File: src/rtl/continuous_monitoring_system_pkg.sv
// Shared types and constants for the continuous monitoring system; this slice carries
// the trace filter run-controller definitions.
package continuous_monitoring_system_pkg;

  localparam int unsigned RISC_V_INSTRUCTION_WIDTH = 32;
  localparam int unsigned TRACE_PC_WIDTH           = 64;

  typedef enum logic [1:0] {
    TFC_IDLE    = 2'd0,
    TFC_ARMED   = 2'd1,
    TFC_RUNNING = 2'd2,
    TFC_DONE    = 2'd3
  } trace_ctrl_state_t;

  localparam logic [2:0] TFC_CTRL     = 3'd0;
  localparam logic [2:0] TFC_START_PC = 3'd1;
  localparam logic [2:0] TFC_END_PC   = 3'd2;
  localparam logic [2:0] TFC_LIMIT    = 3'd3;
  localparam logic [2:0] TFC_MODE     = 3'd4;

  typedef struct packed {
    logic [TRACE_PC_WIDTH-1:0]           pc;
    logic [RISC_V_INSTRUCTION_WIDTH-1:0] instr;
  } trace_entry_t;

endpackage

File: src/rtl/trace_skid_buffer.sv
// Two-entry FIFO with registered head toward a valid/ready sink.
// A push while full is accepted only when the head pops in the same cycle.
module trace_skid_buffer
  import continuous_monitoring_system_pkg::*;
#(
  parameter type entry_t = trace_entry_t
) (
  input  logic   clk,
  input  logic   rst,
  input  logic   flush,
  input  logic   in_valid,
  input  entry_t in_data,
  output logic   out_valid,
  input  logic   out_ready,
  output entry_t out_data,
  output logic   full
);

  logic [1:0] count;
  entry_t     slot0;
  entry_t     slot1;
  logic       push;
  logic       pop;

  assign full      = (count == 2'd2);
  assign out_valid = (count != 2'd0);
  assign out_data  = slot0;
  assign pop       = out_valid && out_ready;
  assign push      = in_valid && (!full || out_ready);

  always_ff @(posedge clk) begin
    if (rst || flush) begin
      count <= '0;
    end else begin
      unique case ({push, pop})
        2'b10: begin
          if (count == 2'd0) slot0 <= in_data;
          else               slot1 <= in_data;
          count <= count + 2'd1;
        end
        2'b01: begin
          slot0 <= slot1;
          count <= count - 2'd1;
        end
        2'b11: begin
          // occupancy unchanged; the new entry lands behind whatever remains
          if (count == 2'd1) begin
            slot0 <= in_data;
          end else begin
            slot0 <= slot1;
            slot1 <= in_data;
          end
        end
        default: ;
      endcase
    end
  end

endmodule

File: src/rtl/trace_filter_ctrl.sv
// Run controller for trace_filter: arms a capture window, gates pc_valid into the
// filter and buffers kept instructions toward the trace sink.
module trace_filter_ctrl
  import continuous_monitoring_system_pkg::*;
#(
  parameter int unsigned PC_WIDTH      = 64,
  parameter int unsigned COUNTER_WIDTH = 32,
  parameter int unsigned INSTR_WIDTH   = RISC_V_INSTRUCTION_WIDTH
) (
  input  logic                     clk,
  input  logic                     rst,
  input  logic                     cfg_wr_en,
  input  logic [2:0]               cfg_addr,
  input  logic [63:0]              cfg_wdata,
  input  logic [PC_WIDTH-1:0]      pc,
  input  logic                     pc_valid,
  input  logic [INSTR_WIDTH-1:0]   instr,
  output logic                     filt_pc_valid,
  output logic [4:0]               filt_mode,
  input  logic                     filt_drop_instr,
  output logic                     trace_valid,
  input  logic                     trace_ready,
  output logic [PC_WIDTH-1:0]      trace_pc,
  output logic [INSTR_WIDTH-1:0]   trace_instr,
  output logic [1:0]               state,
  output logic [COUNTER_WIDTH-1:0] kept_count,
  output logic [COUNTER_WIDTH-1:0] overflow_count,
  output logic                     done_pulse
);

  typedef struct packed {
    logic [PC_WIDTH-1:0]    pc;
    logic [INSTR_WIDTH-1:0] instr;
  } entry_t;

  localparam logic [COUNTER_WIDTH-1:0] CNT_ONE = COUNTER_WIDTH'(1);

  trace_ctrl_state_t        state_q;
  logic [PC_WIDTH-1:0]      start_pc;
  logic [PC_WIDTH-1:0]      end_pc;
  logic [COUNTER_WIDTH-1:0] limit;
  logic [4:0]               mode;

  logic   ctrl_wr, abort, arm, trigger, active, push_ok, buf_full;
  logic   accepted, overflowed, end_hit, limit_hit, finish, flush;
  entry_t push_data, head;

  assign ctrl_wr = cfg_wr_en && (cfg_addr == TFC_CTRL);
  assign abort   = ctrl_wr && cfg_wdata[1];
  assign arm     = ctrl_wr && cfg_wdata[0] && !cfg_wdata[1];
  assign trigger = (state_q == TFC_ARMED) && pc_valid && (pc == start_pc);
  assign active  = (state_q == TFC_RUNNING) || trigger;

  assign filt_pc_valid = pc_valid && active;
  assign push_ok       = filt_pc_valid && !filt_drop_instr && !abort;
  // a full buffer still takes the push when its head leaves in the same cycle
  assign accepted      = push_ok && (!buf_full || trace_ready);
  assign overflowed    = push_ok && buf_full && !trace_ready;
  assign end_hit       = filt_pc_valid && (pc == end_pc);
  assign limit_hit     = accepted && (limit != '0) && (kept_count + CNT_ONE == limit);
  assign finish        = end_hit || limit_hit;
  assign flush         = abort || (arm && state_q == TFC_IDLE);

  assign push_data.pc    = pc;
  assign push_data.instr = instr;

  trace_skid_buffer #(
    .entry_t (entry_t)
  ) u_buf (
    .clk       (clk),
    .rst       (rst),
    .flush     (flush),
    .in_valid  (accepted),
    .in_data   (push_data),
    .out_valid (trace_valid),
    .out_ready (trace_ready),
    .out_data  (head),
    .full      (buf_full)
  );

  assign trace_pc    = head.pc;
  assign trace_instr = head.instr;
  assign state       = state_q;
  assign filt_mode   = mode;

  always_ff @(posedge clk) begin
    if (rst) begin
      state_q        <= TFC_IDLE;
      start_pc       <= '0;
      end_pc         <= '0;
      limit          <= '0;
      mode           <= '0;
      kept_count     <= '0;
      overflow_count <= '0;
      done_pulse     <= 1'b0;
    end else begin
      done_pulse <= 1'b0;
      if (accepted)
        kept_count <= kept_count + CNT_ONE;
      else if (overflowed && overflow_count != '1)
        overflow_count <= overflow_count + CNT_ONE;

      if (abort) begin
        state_q <= TFC_IDLE;
      end else begin
        unique case (state_q)
          TFC_IDLE: begin
            if (arm) begin
              state_q        <= TFC_ARMED;
              kept_count     <= '0;
              overflow_count <= '0;
            end
            if (cfg_wr_en) begin
              unique case (cfg_addr)
                TFC_START_PC: start_pc <= cfg_wdata[PC_WIDTH-1:0];
                TFC_END_PC:   end_pc   <= cfg_wdata[PC_WIDTH-1:0];
                TFC_LIMIT:    limit    <= cfg_wdata[COUNTER_WIDTH-1:0];
                TFC_MODE:     mode     <= cfg_wdata[4:0];
                default: ;
              endcase
            end
          end
          TFC_ARMED: begin
            if (trigger) begin
              state_q    <= finish ? TFC_DONE : TFC_RUNNING;
              done_pulse <= finish;
            end
          end
          TFC_RUNNING: begin
            if (finish) begin
              state_q    <= TFC_DONE;
              done_pulse <= 1'b1;
            end
          end
          TFC_DONE: begin
            if (arm) state_q <= TFC_IDLE;
          end
          default: state_q <= TFC_IDLE;
        endcase
      end
    end
  end

endmodule

File: config.mk
export PLATFORM = sky130hd
export DESIGN_NAME = trace_filter_ctrl
export DESIGN_NICKNAME = d
export VERILOG_FILES = /design/src/rtl/continuous_monitoring_system_pkg.sv /design/src/rtl/trace_skid_buffer.sv /design/src/rtl/trace_filter_ctrl.sv
export SDC_FILE = /design/constraint.sdc
export NUM_CORES = 1
export LEC_CHECK = 0
export BUFFER_PORTS_ARGS = -buffer_cell sky130_fd_sc_hd__buf_2
export CAP_MARGIN = 15
export CORE_AREA = 2 2 177 249
export DETAILED_ROUTE_END_ITERATION = 10
export DIE_AREA = 0 0 179 251
export MAX_ROUTING_LAYER = met4
export PLACE_DENSITY = 0.71
export SLEW_MARGIN = 40
export SYNTH_ARGS = -nofsm -noshare
export SYNTH_HDL_FRONTEND = slang
export SYNTH_SLANG_ARGS = --single-unit
File: constraint.sdc
create_clock -name clk -period 9.1 [get_ports clk]
set_input_delay 0.455 -clock clk [delete_from_list [all_inputs] [get_ports clk]]
set_output_delay 0.455 -clock clk [all_outputs]
set_load 0.02 [all_outputs]
==> results by group <==
Yosys
  • Post-Syn Instances: approximately 1900
  • Average instance area after synthesis: 9.97 um^2
  • Post-synthesis async set-or-reset flop share: 0%
  • Mapped Area: 19000 um^2
  • Sequential element share of the synthesized area: about 55%
  • Most instantiated flip-flop cell in the synthesis netlist: dfxtp_1
  • Register bit total from synthesis: 426
  • Number of warnings reported in the yosys synthesis log: 0
  • Post-Syn Nets: between 2000 and 2500
  • EDFF count, synth: 192
  • Number of unique standard cell types used by synthesis: 75

STA
  • Post-layout worst setup margin: ~4.5 ns
  • Crit path time final: ~4.6 ns
  • Highest clock rate: about 0.22 GHz
  • Final max-slew violation count: 0
  • Final critical-path share of the clock period: around 50%
  • Count of final hold-check violations: 0
  • Clock skew after layout: slightly below 0.01 ns
  • Worst rel slew slack: roughly 46%
  • Sum Neg Setup Slack: 0 ns
  • Transition time of the tightest slew-check pin: just over 0.8 ns
  • Setup violation total in the final timing report: 0
  • Setup repair after global routing missed its margin: false

Floorplan
  • Effective utilization at floorplan: approximately 44%
  • Die Y-Extent: 251 um
  • Floorplan core area: between 40000 and 50000 um^2
  • I/O pin cnt: between 300 and 400
  • Horizontal extent of the die: around 180 um
  • Die Area: between 40000 and 50000 um^2
  • Number of placement rows: 90

Critical path
  • Top Family by Delay on Critical Path: buffers and inverters
  • Data arrival time of the critical path: 4.74 ns
  • Maximum single-stage delay on the critical path: 0.69 ns
  • Kind of launch point of the worst setup path: flip-flop
  • Number of buffer and inverter stages on the critical path: 3
  • Class of the most critical setup path: reg -> reg
  • Worst r2r src: start_pc[48]$_SDFFE_PP0P_
  • CP required: 9.27 ns
  • Worst path cell trace: xnor2_1 -> nand2_1 -> a2111oi_0 -> nand4_1 -> o31ai_4 -> and2_1 -> buf_4 -> ha_1 -> o211ai_1 -> nor2_4 -> buf_4 -> buf_4
  • Setup slack of the most critical reg-to-reg path: ~4.5 ns
  • Launching instance or port of the critical path: start_pc[48]$_SDFFE_PP0P_
  • Cell with the biggest individual delay on the critical path: buf_4
  • Crit path top cell by count: buf_4
  • Biggest fanout along the worst timing path: slightly below 60
  • Worst Setup End Kind: flip-flop

Placed design
  • Post-Place Cell Area: 21100 um^2
  • Gp weighted congestion: roughly 0.98
  • Post-DP HPWL: between 40000 and 50000 um
  • Number of port buffers: between 300 and 400
  • Pre-CTS worst setup slack: between 4 and 5 ns

Drt
  • Detail-routed net length per standard cell: 21.4 um
  • Post-route ant nets: 0
  • Initial DRC count: 1280
  • Length of the first detailed-routing pass in iterations: 5
  • Wire length the detailed router placed on met1: 22600 um
  • Mean number of vias per cell: between 5 and 6
  • Length of routed met2 wiring: 31400 um
  • Number of vias in the routed layout: ~15000
  • DRC violations left: 0
  • Highest metal layer with signal wires: met4
  • Wirelength, routed: 59700 um
  • Routed length on met3: 3370 um

Run status
  • Status: complete, no violations

Cells and area
  • Area growth from synthesis to layout: 18.4%
  • Most frequent cells in the layout: 399 x nand2_1, 337 x buf_2, 234 x dfxtp_1
  • Final non-filler cell area: approximately 22000 um^2
  • Layout cells sized above 1: around a fifth
  • Final #Nets: 2374
  • Leading cell type in the layout, fill and taps excluded: nand2_1

Clock tree
  • Clock Tree Buf Depth: 3
  • Clock-pin transition on the worst setup and hold timing paths: around 0.070 ns
  • Setup Buffers After CTS: 0
  • Hold_buf cts: 0
  • Clock tree from TritonCTS: yes
  • Worst-skew pair later-pin latency: around 0.54 ns
  • Post-CTS Resized: 0
  • Clk sink count: 426
  • Clock root buffer: clkbuf_16
  • Number of buffers created by CTS: 42
  • Number of H-tree levels: 2

Global route
  • Global-route wire length before repair: around 90000 um
  • Via count of the first global-routing pass: 15000
  • Maximum number of pins on one net before global-route repair: 97
  • Initial antenna violation count: 8
  • Total overflow reported by the global router: 0
  • All-layer global routing usage: around 27%

Worst hold path
  • Worst hold path class: in -> reg
  • Beginning of the worst hold path: instr[8]

Power
  • Leakage dissipation: ~0.0082 uW
  • Power Density: approximately 190 nW/um^2
  • IR drop worst, VDD: roughly 0.12 mV

Flow run
  • Count of maximum capacitance violations: 0
## cells by family (layout without fill, tap and decap cells)
group / Yosys count / after routing / synth area share [%]
AO/OA/AOI/OAI: 348 / 348 / 12.3
XOR/XNOR: 195 / 195 / 9.00
adder cells (fa/ha/maj): 13 / 13 / 0.857
buffers and inverters: 146 / 466 / 3.03
flip-flops: 426 / 426 / 55.0
multiplexers: 9 / 9 / 0.475
other: 0 / 9 / 0
AND/OR/NAND/NOR: 768 / 768 / 19.3
## per-stage QoR
stage / power [uW] / utilization [%] / hold WS (ns) / std cells
floorplan: 2390 / - / 0.436 / 1905
global placement: 2570 / 49.4 / 0.446 / 2700
detailed placement: 2580 / 49.5 / 0.449 / 2700
CTS: 4280 / 52.6 / 0.0826 / 2777
global route: 4390 / 52.7 / 0.0875 / 2784
finish: 4240 / 52.7 / 0.107 / 2786
## synth_stat cells, types with 3 or more instances
library cell	count	area share (%)
nand2_1	400	7.9
dfxtp_1	234	25
edfxtp_1	192	30
a21oi_1	178	4.7
xnor2_1	129	6.0
a22o_1	96	4.4
nor2_1	92	1.8
clkbuf_1	89	1.8
xor2_1	66	3.0
nor4_1	45	1.5
nand4_1	39	1.3
nand3_1	36	0.95
inv_1	35	0.69
nor2b_1	28	0.92
nor3_1	21	0.55
and3_1	15	0.49
and4_1	14	0.65
ha_1	13	0.86
nand2b_1	12	0.40
or3_1	12	0.40
buf_2	11	0.29
and2_1	10	0.33
a31oi_1	9	0.30
mux2i_1	9	0.47
o22ai_1	9	0.30
a211oi_1	7	0.28
o21ai_0	7	0.18
or4_1	7	0.28
a2111o_1	6	0.36
a2111oi_0	6	0.28
buf_1	6	0.12
nor3b_1	6	0.24
nor4b_1	6	0.28
nor4bb_1	4	0.21
or2_2	4	0.13
o211ai_1	3	0.12
or3b_2	3	0.14
## flip-flops by register name (all words and copies together) (netlist names)
signal          count
start_pc           64
state               2
kept_count         32
overflow_count     32
end_pc             64
filt_mode           5
done_pulse          1
limit              32
u_buf.out_data     96
u_buf.slot1        96
u_buf.count         2
## final cells by class
class	instances	area (um^2)
fillers	3860	20200
multi-input cells	1333	8030
well taps	552	691
clock inverters	23	194
repair buffers	353	1810
flip-flops and latches	426	10500
inverters	36	135
diodes	9	22.5
clock buffers	54	1150
## power by group
group | internal (uW) | total (uW) | switching, uW
clock network | 958 | 1710 | 752
registers | 2060 | 2090 | 27.7
logic | 160 | 447 | 287
## metal layers
| metal | vias to the layer above | GRT usage, % |
|---|---|---|
| met2 | 564 | 47.3 |
| met4 | 0 | 11.2 |
| li1 | 7316 | - |
| met3 | 115 | 3.43 |
| met5 | - | - |
| met1 | 7492 | 30.3 |
## worst paths after layout
kind                                    end  cells after the start
hold reg to reg   start_pc[49]$_SDFFE_PP0P_                      2
setup reg to reg  u_buf.slot1[32]$_DFFE_PP_                     12
setup / recovery  u_buf.slot1[32]$_DFFE_PP_                     12
hold / removal     u_buf.slot1[8]$_DFFE_PP_                      1
Note: power is estimated with default switching activity, not from simulation.
